`config.mk`:
```
export PLATFORM = sky130hd
export DESIGN_NAME = iomem_ctrl
export DESIGN_NICKNAME = d
export VERILOG_FILES = /design/src/rtl/iomem_pkg.sv /design/src/rtl/iomem_decode.sv /design/src/rtl/iomem_ctrl.sv
export SDC_FILE = /design/constraint.sdc
export NUM_CORES = 1
export LEC_CHECK = 0
export ABC_AREA = 1
export BUFFER_PORTS_ARGS = -buffer_cell sky130_fd_sc_hd__buf_2
export CAP_MARGIN = 20
export CORE_ASPECT_RATIO = 0.75
export CORE_MARGIN = 4
export CORE_UTILIZATION = 35
export CTS_BUF_LIST = sky130_fd_sc_hd__clkbuf_8 sky130_fd_sc_hd__clkbuf_16
export DETAILED_ROUTE_END_ITERATION = 10
export HOLD_SLACK_MARGIN = 0.08
export PLACE_DENSITY = 0.67
export SYNTH_ARGS = -nofsm -noshare
export SYNTH_HDL_FRONTEND = slang
export SYNTH_HIERARCHICAL = 1
export SYNTH_SLANG_ARGS = --single-unit
```
`constraint.sdc`:
```
create_clock -name clk_i -period 5.9 [get_ports clk_i]
set_input_delay 1.18 -clock clk_i [delete_from_list [all_inputs] [get_ports clk_i]]
set_output_delay 1.18 -clock clk_i [all_outputs]
set_load 0.005 [all_outputs]
```
`src/rtl/iomem_pkg.sv`:
```
// Shared definitions for the iomem bus controller.
//   state_e            controller state encoding (IDLE -> REQ -> DONE)
//   PAGE_DEFAULT       addr[31:24] value of the peripheral page
//   ERR_RDATA_DEFAULT  read data returned for unmapped or timed-out accesses
//   CNT_W              width of the watchdog counter (TIMEOUT up to 65535)
//   slave_idx_w()      bits needed to number NSLAVES slaves
package iomem_pkg;

  typedef enum logic [1:0] {
    ST_IDLE,
    ST_REQ,
    ST_DONE
  } state_e;

  localparam logic [7:0]  PAGE_DEFAULT      = 8'h03;
  localparam logic [31:0] ERR_RDATA_DEFAULT = 32'hFFFF_FFFF;
  localparam int unsigned CNT_W             = 16;

  function automatic int unsigned slave_idx_w(input int unsigned n);
    return (n > 1) ? $clog2(n) : 1;
  endfunction

endpackage

```
`src/rtl/iomem_decode.sv`:
```
// Combinational address decoder for the peripheral page.
// Slave i lives at addr[31:16] == {PAGE, i[7:0]}.
//   addr_hi_i  in   16       master address bits [31:16]
//   hit_o      out  1        address maps onto an existing slave
//   sel_o      out  NSLAVES  one-hot slave select (all zero on a miss)
module iomem_decode
  import iomem_pkg::*;
#(
  parameter int unsigned NSLAVES = 4,
  parameter logic [7:0]  PAGE    = PAGE_DEFAULT
) (
  input  logic [15:0]        addr_hi_i,
  output logic               hit_o,
  output logic [NSLAVES-1:0] sel_o
);

  always_comb begin
    // Compare the slave number at 32 bits so NSLAVES up to 256 works.
    hit_o = (addr_hi_i[15:8] == PAGE) && ({24'd0, addr_hi_i[7:0]} < NSLAVES);
    // NOTE: every output of a combinational block gets a default before any
    // conditional assignment, otherwise synthesis infers a latch.
    sel_o = '0;
    for (int i = 0; i < int'(NSLAVES); i++) begin
      sel_o[i] = hit_o && (addr_hi_i[7:0] == 8'(i));
    end
  end

endmodule

```
`src/rtl/iomem_ctrl.sv`:
```
// iomem bus controller: registers one master request at a time, forwards it
// to the decoded peripheral and returns a one-cycle m_ready_o pulse. A
// watchdog aborts transactions the slave never acknowledges; unmapped and
// timed-out accesses set a sticky error flag and capture the address.
//   clk_i      in   1           system clock
//   rst_i      in   1           asynchronous reset, active-high
//   m_valid_i  in   1           master request, held until m_ready_o
//   m_ready_o  out  1           one-cycle completion pulse
//   m_addr_i   in   32          master address
//   m_wdata_i  in   32          master write data
//   m_wstrb_i  in   4           byte strobes, 0 = read
//   m_rdata_o  out  32          read data, valid while m_ready_o
//   s_valid_o  out  NSLAVES     one-hot slave request
//   s_ready_i  in   NSLAVES     slave acknowledges
//   s_addr_o   out  32          registered address
//   s_wdata_o  out  32          registered write data
//   s_wstrb_o  out  4           registered strobes
//   s_rdata_i  in   32*NSLAVES  slave read data, slave i at [32*i+:32]
//   err_clr_i  in   1           clears err_flag_o / err_addr_o
//   err_flag_o out  1           sticky error flag
//   err_addr_o out  32          address of the latest failing access
module iomem_ctrl
  import iomem_pkg::*;
#(
  parameter int unsigned NSLAVES   = 4,
  parameter logic [7:0]  PAGE      = PAGE_DEFAULT,
  parameter int unsigned TIMEOUT   = 64,
  parameter logic [31:0] ERR_RDATA = ERR_RDATA_DEFAULT
) (
  input  logic                    clk_i,
  input  logic                    rst_i,
  input  logic                    m_valid_i,
  output logic                    m_ready_o,
  input  logic [31:0]             m_addr_i,
  input  logic [31:0]             m_wdata_i,
  input  logic [3:0]              m_wstrb_i,
  output logic [31:0]             m_rdata_o,
  output logic [NSLAVES-1:0]      s_valid_o,
  input  logic [NSLAVES-1:0]      s_ready_i,
  output logic [31:0]             s_addr_o,
  output logic [31:0]             s_wdata_o,
  output logic [3:0]              s_wstrb_o,
  input  logic [32*NSLAVES-1:0]   s_rdata_i,
  input  logic                    err_clr_i,
  output logic                    err_flag_o,
  output logic [31:0]             err_addr_o
);

  state_e               state_q, state_d;
  logic [NSLAVES-1:0]   sel_q, sel_d;
  logic [31:0]          addr_q, addr_d;
  logic [31:0]          wdata_q, wdata_d;
  logic [3:0]           wstrb_q, wstrb_d;
  logic [31:0]          rdata_q, rdata_d;
  logic [CNT_W-1:0]     cnt_q, cnt_d;
  logic                 err_flag_q, err_flag_d;
  logic [31:0]          err_addr_q, err_addr_d;

  logic                 dec_hit;
  logic [NSLAVES-1:0]   dec_sel;
  logic [31:0]          rdata_sel;
  logic                 acked;

  iomem_decode #(
    .NSLAVES (NSLAVES),
    .PAGE    (PAGE)
  ) u_decode (
    .addr_hi_i (m_addr_i[31:16]),
    .hit_o     (dec_hit),
    .sel_o     (dec_sel)
  );

  // One-hot AND-OR mux of the selected slave's read data.
  always_comb begin
    rdata_sel = '0;
    for (int i = 0; i < int'(NSLAVES); i++) begin
      if (sel_q[i]) rdata_sel = rdata_sel | s_rdata_i[32*i +: 32];
    end
  end

  // Acks on non-selected slave lines are masked off here.
  assign acked = |(s_ready_i & sel_q);

  always_comb begin
    state_d    = state_q;
    sel_d      = sel_q;
    addr_d     = addr_q;
    wdata_d    = wdata_q;
    wstrb_d    = wstrb_q;
    rdata_d    = rdata_q;
    cnt_d      = cnt_q;
    err_flag_d = err_flag_q;
    err_addr_d = err_addr_q;

    // Clear first; a failure below in the same cycle overrides it.
    if (err_clr_i) begin
      err_flag_d = 1'b0;
      err_addr_d = '0;
    end

    unique case (state_q)
      ST_IDLE: begin
        if (m_valid_i) begin
          addr_d  = m_addr_i;
          wdata_d = m_wdata_i;
          wstrb_d = m_wstrb_i;
          cnt_d   = '0;
          if (dec_hit) begin
            sel_d   = dec_sel;
            state_d = ST_REQ;
          end else begin
            rdata_d    = ERR_RDATA;
            err_flag_d = 1'b1;
            err_addr_d = m_addr_i;
            state_d    = ST_DONE;
          end
        end
      end
      ST_REQ: begin
        // Ready is tested before the watchdog so a last-cycle ack still wins.
        if (acked) begin
          rdata_d = rdata_sel;
          state_d = ST_DONE;
        end else if (cnt_q == CNT_W'(TIMEOUT - 1)) begin
          rdata_d    = ERR_RDATA;
          err_flag_d = 1'b1;
          err_addr_d = addr_q;
          state_d    = ST_DONE;
        end else begin
          cnt_d = cnt_q + 1'b1;
        end
      end
      ST_DONE: state_d = ST_IDLE;
      default: state_d = ST_IDLE;
    endcase
  end

  always_ff @(posedge clk_i or posedge rst_i) begin
    if (rst_i) begin
      state_q    <= ST_IDLE;
      sel_q      <= '0;
      addr_q     <= '0;
      wdata_q    <= '0;
      wstrb_q    <= '0;
      rdata_q    <= '0;
      cnt_q      <= '0;
      err_flag_q <= 1'b0;
      err_addr_q <= '0;
    end else begin
      // NOTE: state registers use non-blocking assignments so every flop
      // samples the pre-edge values regardless of statement order.
      state_q    <= state_d;
      sel_q      <= sel_d;
      addr_q     <= addr_d;
      wdata_q    <= wdata_d;
      wstrb_q    <= wstrb_d;
      rdata_q    <= rdata_d;
      cnt_q      <= cnt_d;
      err_flag_q <= err_flag_d;
      err_addr_q <= err_addr_d;
    end
  end

  // Decoded from state so an asynchronous reset drops them immediately.
  assign s_valid_o  = (state_q == ST_REQ) ? sel_q : '0;
  assign m_ready_o  = (state_q == ST_DONE);
  assign m_rdata_o  = rdata_q;
  assign s_addr_o   = addr_q;
  assign s_wdata_o  = wdata_q;
  assign s_wstrb_o  = wstrb_q;
  assign err_flag_o = err_flag_q;
  assign err_addr_o = err_addr_q;

endmodule

```
==> results of run 1 <==
==> per-layer routing <==
| metal | part of all wire [%] | up-vias | wire (um) | global-route usage [%] |
|---|---|---|---|---|
| li1 | - | 4127 | - | - |
| met5 | 0 | - | 0 | 0 |
| met1 | 44 | 3853 | 11800 | 27.1 |
| met4 | 1.8 | 0 | 476 | 6.14 |
| met2 | 45 | 331 | 12200 | 31.2 |
| met3 | 9.6 | 29 | 2600 | 7.07 |
==> registers in the layout (all words and copies together), names as in the netlist <==
signal,flops
cnt_q,16
err_addr_o,32
err_flag_o,1
m_rdata_o,32
s_addr_o,32
s_wdata_o,32
s_wstrb_o,4
sel_q,4
state_q,2
==> worst paths after layout <==
path                                    from       endpoint  slack (ps)
worst max-delay path              state_q[1]   s_valid_o[1]        2600
worst min-delay path            s_wdata_o[6]   s_wdata_o[6]         470
worst max register to register    state_q[1]       cnt_q[8]        3620
worst min register to register  s_wdata_o[6]   s_wdata_o[6]         470
max in group asynchronous              rst_i  s_wdata_o[17]        3930
min in group asynchronous              rst_i  s_wdata_o[25]         840
==> cell families after synthesis <==
family                     count (synthesis)  share of synthesized area [%]
xor gates and xnor gates                   5                          0.530
and+or+nand+nor                          684                           35.5
DFF                                      155                           46.9
buffers and inverters                    124                           7.22
adders and majority gates                  1                          0.151
AOI/OAI and AO/OA                        138                           9.60
==> power by group through the flow <==
| stage | Sequential (mW) | Clock (mW) | Combinational, mW |
|---|---|---|---|
| global route | 1.22 | 1.24 | 0.473 |
| global placement | 1.22 | 0 | 0.407 |
| floorplan | 1.22 | 0 | 0.198 |
| detailed placement | 1.22 | 0 | 0.417 |
| CTS | 1.20 | 1.20 | 0.417 |
| finish | 1.21 | 1.17 | 0.413 |
==> stage by stage <==
| step | utilization (%) | power (mW) | hold slack, ps | instances |
|---|---|---|---|---|
| 6_report | 46.3 | 2.78 | 474 | 1731 |
| 4_1_cts | 46.2 | 2.82 | 482 | 1730 |
| 3_3_place_gp | 43.6 | 1.63 | 457 | 1698 |
| 3_5_place_dp | 43.6 | 1.64 | 462 | 1698 |
| 2_1_floorplan | - | 1.42 | 472 | 1107 |
| 5_1_grt | 46.3 | 2.93 | 506 | 1731 |
==> critical path, delay by kind of cell (launching register included) <==
family | cells | cell delay [ps]
DFF | 1 | 480
and+or+nand+nor | 2 | 760
buffers and inverters | 2 | 450
==> layout by cell type (no fill, tap or decap), types with 5 or more instances in the layout <==
cell type and instances:
a211oi_1 12, a21oi_1 34, buf_2 341, buf_4 10
clkbuf_16 17, dfrtp_1 155, inv_1 57, inv_2 5
inv_6 10, nand2_1 448, nand3_1 42, nand4_1 25
nor2_1 91, nor2_2 55, nor3_1 6, o211ai_1 16
o21ai_0 66, o21ai_2 7
==> final cells by class <==
class | count | area, um2 | share of cell area, %
Sequential cell | 155 | 3880 | 36.2
Multi-Input combinational cell | 828 | 3790 | 35.4
Clock inverter | 15 | 191 | 1.79
Inverter | 64 | 250 | 2.34
Tap cell | 300 | 375 | 3.50
Clock buffer | 17 | 425 | 3.97
Timing Repair Buffer | 352 | 1800 | 16.8
==> reports/qor.yml, run 1 <==
outcome:
  status: "finished, final reports clean"
pwr:
  p_per_area_nw_per_um2: 260
  p_sw_share_pct: 29.2
  clkPwrFrac_pct: 41.9
  combPwrFrac_pct: 14.8
  intPower_mw: 1.97
  p_leak_nw: 5.67
  pwr-share-seq_pct: 43.3
  ir_drop_mv: 0.151
  switchingPower_uw: 813
min_path:
  hp-class: "flop to flop"
  hold_depth: 2
logic_synthesis:
  yosys-top-cells-area: "dfrtp_1 (47%), nand2_1 (20%), nor2_1 (4.2%)"
  synthTopCellsByCount: "nand2_1 (448), dfrtp_1 (155), nor2_1 (92), o21ai_0 (66), inv_1 (58)"
  syn_nets: 1312
  synth_warnings: 6
  synth_top_area_share_pct: 46.9
  avgSynthCellArea_um2: 7.46
  synth_area_um2: 8260
  ys_ff_latch: 155
  async_flop_share_pct: 100
  synth_edf_count: 0
  synth-seq-area-share_pct: 46.9
  synth_ff_type: "dfrtp_1"
  yosysMostFrequentCell: "nand2_1"
  synth_cell_types: 35
  yosysTopAreaCell: "dfrtp_1"
  synth_cells: 1107
job:
  cap_violations: 0
timing:
  finalSetupViolations: 0
  layout_setup_ws_ps: 2600
  max_freq_ghz: 0.303
  fin_crit_ps: 3300
  fin_crit_sh_pct: 55.9
  worstMarginPinSlew_ps: 970
  drv_slew: 0
  skew_ps: 17.4
  hold_viol_final: 0
  relSlewSlack_pct: 35.3
  fin_tns_setup_ps: 0
  rsz0062_at_grt: "false"
clocking:
  cts_hold_buffers: 0
  clk_latency_ps: 430
  clock_sinks: 155
  cts_tree: "built"
  htreeDepth: 4
  cts_root_buf: "clkbuf_16"
  cts.clk_slew.worst_paths_ps: 70
  cts-resized-gates: 0
  cts_buffers: 17
  post_cts_buffers: 0
  cts.path.max_buffers: 2
setup_path:
  setup.worst_path.end_class: "output port"
  critPathLaunchType: "flop"
  r2r_cells: 7
  required_ps: 4720
  max_stage_delay_ps: 480
  path_cells: "nor2_4, inv_2, nor2_1, buf_2"
  cp_slowest_cell: "dfrtp_1"
  path_max_fanout: 16
  worstSetupPathType: "flop to output port"
  crit_arrival_ps: 2120
routing:
  vias: 8340
  dr.pass1.iters: 5
  drc: 0
  wl_per_cell_um: 15.6
  routed_wl_um: 27000
  viasPerCell: 4.82
  final_antenna_net_count: 0
  drt_iter0_markers: 604
place:
  place_congestion: 0.854
  place_ws_ps: 2530
  io_buffers: 341
  dpl.hpwl_um: 19400
  place_area_um2: 10100
cells_and_area:
  drive_gt1_share_pct: 32.8
  postLayoutCellArea_um2: 10700
  nNetsFinal: 1623
  diodes: 0
  fill_cells: 2276
  area_growth_syn_to_layout_pct: 29.7
global_route:
  grt_pass1_vias: 8258
  grt_antenna_before_repair: 0
  grt_max_degree: 82
  gr-usage-all-layers_pct: 20.3
  gr-total-overflow: 0
  grt_pass1_wl_um: 42500
die:
  start_util_pct: 35.7
  die_w_um: 185
  rows: 48
  die_area_um2: 26200
  coreArea_um2: 23100
  top_level_ports: 342
  die_h_um: 141
No activity file was read; power rests on OpenSTA's default activity.
==> inputs of run 2 (changes only) <==
- ABC_AREA: 1 -> 0
- PLACE_DENSITY: 0.67 -> 0.69
- clock period: 5.9 -> 3.15 ns (I/O delays scaled with it)
==> reports/qor.yml, run 2 <==
outcome:
  status: "finished, final reports clean"
timing:
  max_freq_ghz: 0.403
  fin_tns_setup_ps: 0
  rsz0062_at_grt: "false"
  worstMarginPinSlew_ps: 910
  hold_viol_final: 0
  fin_crit_sh_pct: 78.7
  skew_ps: 17.4
  finalSetupViolations: 0
  drv_slew: 0
  hold_slack_ps: 390
  relSlewSlack_pct: 39.2
  fin_crit_ps: 2480
die:
  coreArea_um2: 19600
  die_w_um: 172
  top_level_ports: 342
  rows: 44
  die_h_um: 131
  start_util_pct: 36.1
  die_area_um2: 22600
routing:
  wl_per_cell_um: 17.5
  viasPerCell: 5.13
  drt_iter0_markers: 621
  vias: 6851
  final_antenna_net_count: 0
  routed_wl_um: 23300
  drc: 0
  dr.pass1.iters: 5
setup_path:
  max_stage_delay_ps: 660
  path_cells: "buf_2, or4_1, nor4b_2, nand2b_1, a21oi_1, a21boi_2, buf_4, nor2_1, a31oi_1"
  cp-startpoint: "m_addr_i[22]"
  crit_path_end: "m_rdata_o[5]"
  cp_slowest_cell: "or4_1"
  crit_family: "simple AND/OR/NAND/NOR gates"
  path_max_fanout: 33
  r2r-end: "err_addr_o[21]"
  reg2reg_slack_ps: 740
  required_ps: 3430
  crit_arrival_ps: 2760
  r2r-start: "cnt_q[7]"
  cp_num_buf_inv: 2
  r2r_cells: 6
  worstSetupPathType: "primary input to flop"
  setup.worst_path.end_class: "flop"
  critPathLaunchType: "primary input"
  critical_path_cell_count: 9
cells_and_area:
  utilization_pct: 49.5
  drive_gt1_share_pct: 38.2
  layout_commonest_cell: "buf_2"
  area_growth_syn_to_layout_pct: 37.2
  nNetsFinal: 1269
  layout_common_cells: "buf_2 (341), nand2_1 (217), dfrtp_1 (155)"
logic_synthesis:
  synth-seq-area-share_pct: 54.8
  avgSynthCellArea_um2: 9.61
  yosys-top-cells-area: "dfrtp_1 (55%), nand2_1 (12%), a22oi_1 (6.8%)"
  synth_cell_types: 49
  synth_area_um2: 7080
  synth_cells: 737
  syn_nets: 942
  synth_warnings: 6
  yosysTopAreaCell: "dfrtp_1"
  synth_top_area_share_pct: 54.8
  ys_ff_latch: 155
  synth_edf_count: 0
  synthTopCellsByCount: "nand2_1 (218), dfrtp_1 (155), a22oi_1 (64), nor2_1 (43), a31oi_1 (32)"
  yosysMostFrequentCell: "nand2_1"
  async_flop_share_pct: 100
  synth_ff_type: "dfrtp_1"
job:
  cap_violations: 0
place:
  dpl.hpwl_um: 17100
  place_congestion: 0.898
  io_buffers: 341
clocking:
  cts.path.max_buffers: 2
  post_cts_buffers: 0
  clk_latency_ps: 430
  cts.clk_slew.worst_paths_ps: 60
  cts_hold_buffers: 0
  htreeDepth: 4
  cts_tree: "built"
  cts_root_buf: "clkbuf_16"
  clock_sinks: 155
  cts_buffers: 17
  cts-resized-gates: 0
pwr:
  p_leak_nw: 4.96
  p_per_area_nw_per_um2: 506
  ir_drop_mv: 0.332
global_route:
  gr-total-overflow: 0
  gr-usage-all-layers_pct: 19.9
  grt_antenna_before_repair: 5
  grt_pass1_vias: 6589
  grt_max_degree: 53
  grt_pass1_wl_um: 36100
min_path:
  hp-class: "primary input to asynchronous set/reset pin"
## run 2: report_power, final
group	leakage (nW)	internal, mW	switching, mW
clock	0.281	1.08	0.951
combinational	2.83	0.303	0.343
sequential	1.85	2.14	0.0980
## run 2: worst min-delay path by stage
stage	startpoint	end	slack, ps	cells past startpoint
floorplan	s_wdata_o[0]	s_wdata_o[0]	470	2
global placement	s_wdata_o[11]	s_wdata_o[11]	450	2
detailed placement	s_wdata_o[10]	s_wdata_o[10]	460	2
CTS	m_wdata_i[27]	s_wdata_o[27]	370	3
global route	m_wdata_i[15]	s_wdata_o[15]	370	3
finish	rst_i	s_addr_o[5]	390	2
## run 2: metrics by stage
step           total power, mW  setup WS, ps  cell area, um2  instances
6_report                  4.92           671            9710       1335
5_1_grt                   5.18           495            9710       1335
4_1_cts                   4.99           677            9700       1330
3_5_place_dp              2.93           223            9100       1298
3_3_place_gp              2.92           301            9100       1298
2_1_floorplan             2.52           561            7080        737
## run 2: per-layer routing
| layer | part of all wire (%) | track usage (%) | up-vias | routed length [um] |
|---|---|---|---|---|
| met3 | 7.8 | 5.14 | 14 | 1820 |
| met1 | 43 | 27.4 | 3316 | 10200 |
| met2 | 48 | 31.4 | 271 | 11200 |
| li1 | - | - | 3250 | - |
| met4 | 0.87 | 5.41 | 0 | 204 |
| met5 | 0 | 0 | - | 0 |
## run 2: kinds of logic after synthesis
kind of cell / synth area share [%]
AOI/OAI and AO/OA: 19.6
xor gates and xnor gates: 0.371
muxes: 1.06
and+or+nand+nor: 20.6
buffers and inverters: 3.45
adders and majority gates: 0.177
DFF: 54.8
## run 2: layout make-up
cell class	instances	area [um2]
sequential	155	3880
timing repair buffer	357	1900
antenna	5	12.5
clock inverter	14	154
tap	253	317
clock buffer	18	439
inverter	7	30.0
fill	1874	9890
multi-input combinational	526	2980
==> inputs of run 3 (changes only) <==
- ABC_AREA: 0 -> 1
- PLACE_DENSITY: 0.69 -> 0.7
- clock period: 3.15 -> 2.11 ns (I/O delays scaled with it)
==> reports/qor.yml, run 3 (synthesis results as in run 1) <==
place:
  io_buffers: 341
  place_congestion: 0.890
  dp.cells: 1714
  dpl.hpwl_um: 19700
setup_path:
  cp_slowest_cell: "dfrtp_1"
  max_stage_delay_ps: 430
  path_cells: "ha_1, nand2_1, nor2_4, nand3_4, nor2_8, nand2_1, o211ai_1"
  crit_top_cell: "nand2_1"
  r2r-start: "cnt_q[0]"
  r2r_cells: 7
  critPathLaunchType: "flop"
  setup.worst_path.end_class: "flop"
  r2r-end: "err_addr_o[8]"
  reg2reg_slack_ps: 120
  required_ps: 2440
  path_max_fanout: 28
  crit_arrival_ps: 2330
  worstSetupPathType: "flop to flop"
routing:
  drt_iter0_markers: 509
  m1WireLength_um: 12000
  top_layer: "met4"
  dr_wl_met2_um: 12100
  vias: 8448
  drc: 0
  wl_per_cell_um: 15.4
  dr.pass1.iters: 5
  wl_met3_um: 2610
  final_antenna_net_count: 0
  routed_wl_um: 26900
  viasPerCell: 4.84
global_route:
  grt_pass1_wl_um: 42000
  gr-usage-all-layers_pct: 19.9
  gr-total-overflow: 0
  grt_pass1_vias: 8076
  grt_antenna_before_repair: 0
  grt_max_degree: 66
clocking:
  clock_sinks: 155
  htreeDepth: 4
  cts_buffers: 17
  post_cts_buffers: 0
  clk_latency_ps: 430
  cts.path.max_buffers: 2
  cts_root_buf: "clkbuf_16"
  cts.clk_slew.worst_paths_ps: 70
  cts_tree: "built"
timing:
  fin_crit_sh_pct: 94.5
  relSlewSlack_pct: 65.6
  hold_viol_final: 0
  skew_ps: 18.0
  rsz0062_at_grt: "false"
  fin_crit_ps: 1990
  finalSetupViolations: 0
  max_freq_ghz: 0.502
  worstMarginPinSlew_ps: 515
  drv_slew: 0
  hold_slack_ps: 188
cells_and_area:
  drive_gt1_share_pct: 33.4
  area_growth_syn_to_layout_pct: 31.3
  layout_common_cells: "nand2_1 (448), buf_2 (341), dfrtp_1 (155)"
  utilization_pct: 46.9
  fin_cells: 1747
  layout_commonest_cell: "nand2_1"
  diodes: 0
  fill_cells: 2319
  nNetsFinal: 1639
min_path:
  hold_start: "m_wdata_i[23]"
  hold_depth: 3
  holdPathEnd: "s_wdata_o[23]"
  hp-class: "primary input to flop"
die:
  top_level_ports: 342
  die_area_um2: 26200
  start_util_pct: 35.7
  rows: 48
  die_w_um: 185
  coreArea_um2: 23100
  die_h_um: 141
outcome:
  status: "finished, final reports clean"
pwr:
  p_per_area_nw_per_um2: 703
  ir_drop_mv: 0.410
  p_leak_nw: 5.74
job:
  cap_violations: 0
[run 3: metrics by stage]
| step | total power [mW] | area, um2 | TNS [ps] | worst slack [ps] |
|---|---|---|---|---|
| CTS | 7.73 | 10800 | 0 | 131 |
| floorplan | 3.97 | 8270 | -41990 | -271 |
| global route | 8.04 | 10800 | 0 | 25.9 |
| global placement | 4.58 | 10300 | 0 | 205 |
| detailed placement | 4.61 | 10300 | 0 | 141 |
| finish | 7.63 | 10800 | 0 | 117 |
[run 3: how the worst max path moves through the flow]
stage / start / endpoint / slack [ps] / cells past startpoint
after floorplan: rst_i / cnt_q[0] / -270 / 1
after global routing: cnt_q[0] / err_addr_o[29] / 30 / 7
after CTS: sel_q[0] / s_valid_o[0] / 130 / 4
after detailed placement: cnt_q[0] / err_addr_o[8] / 140 / 7
final: cnt_q[0] / err_addr_o[8] / 120 / 7
after global placement: cnt_q[0] / err_addr_o[29] / 200 / 7
[run 3: critical path: cells and delay by family, from the launching register on]
family / cells / cell delay [ps]
adder cells (fa/ha/maj): 1 / 260
AND/OR/NAND/NOR: 5 / 1100
flip-flops: 1 / 430
AO/OA/AOI/OAI: 1 / 120
[run 3: cell type report]
class	instances	area (um2)	share of cell area, %
sequential	155	3880	35.8
multi-input combinational	828	3790	34.9
timing repair buffer	368	1970	18.2
clock buffer	17	425	3.92
tap	300	375	3.46
inverter	64	250	2.31
clock inverter	15	151	1.40
[run 3: metal layers]
metal | GRT usage [%] | vias to the layer above
met3 | 6.06 | 14
met5 | 0 | -
met4 | 4.56 | 0
met2 | 31.1 | 349
met1 | 27.5 | 3913
li1 | - | 4172
[run 3: where the power goes]
| part | internal, mW | leakage (nW) | switching (mW) | total [mW] |
|---|---|---|---|---|
| clock network | 1.67 | 0.285 | 1.40 | 3.07 |
| logic | 0.516 | 3.64 | 0.672 | 1.19 |
| registers | 3.21 | 1.82 | 0.159 | 3.36 |
| total | 5.39 | 5.74 | 2.23 | 7.63 |
[run 3: timing repair]
| item | CTS | global route |
|---|---|---|
| hold buffers | 1 | 0 |
| hold endpoints to repair | 13 | 0 |
| endpoints found under the setup margin | 0 | 4 |
| gates resized for setup | 0 | 1 |
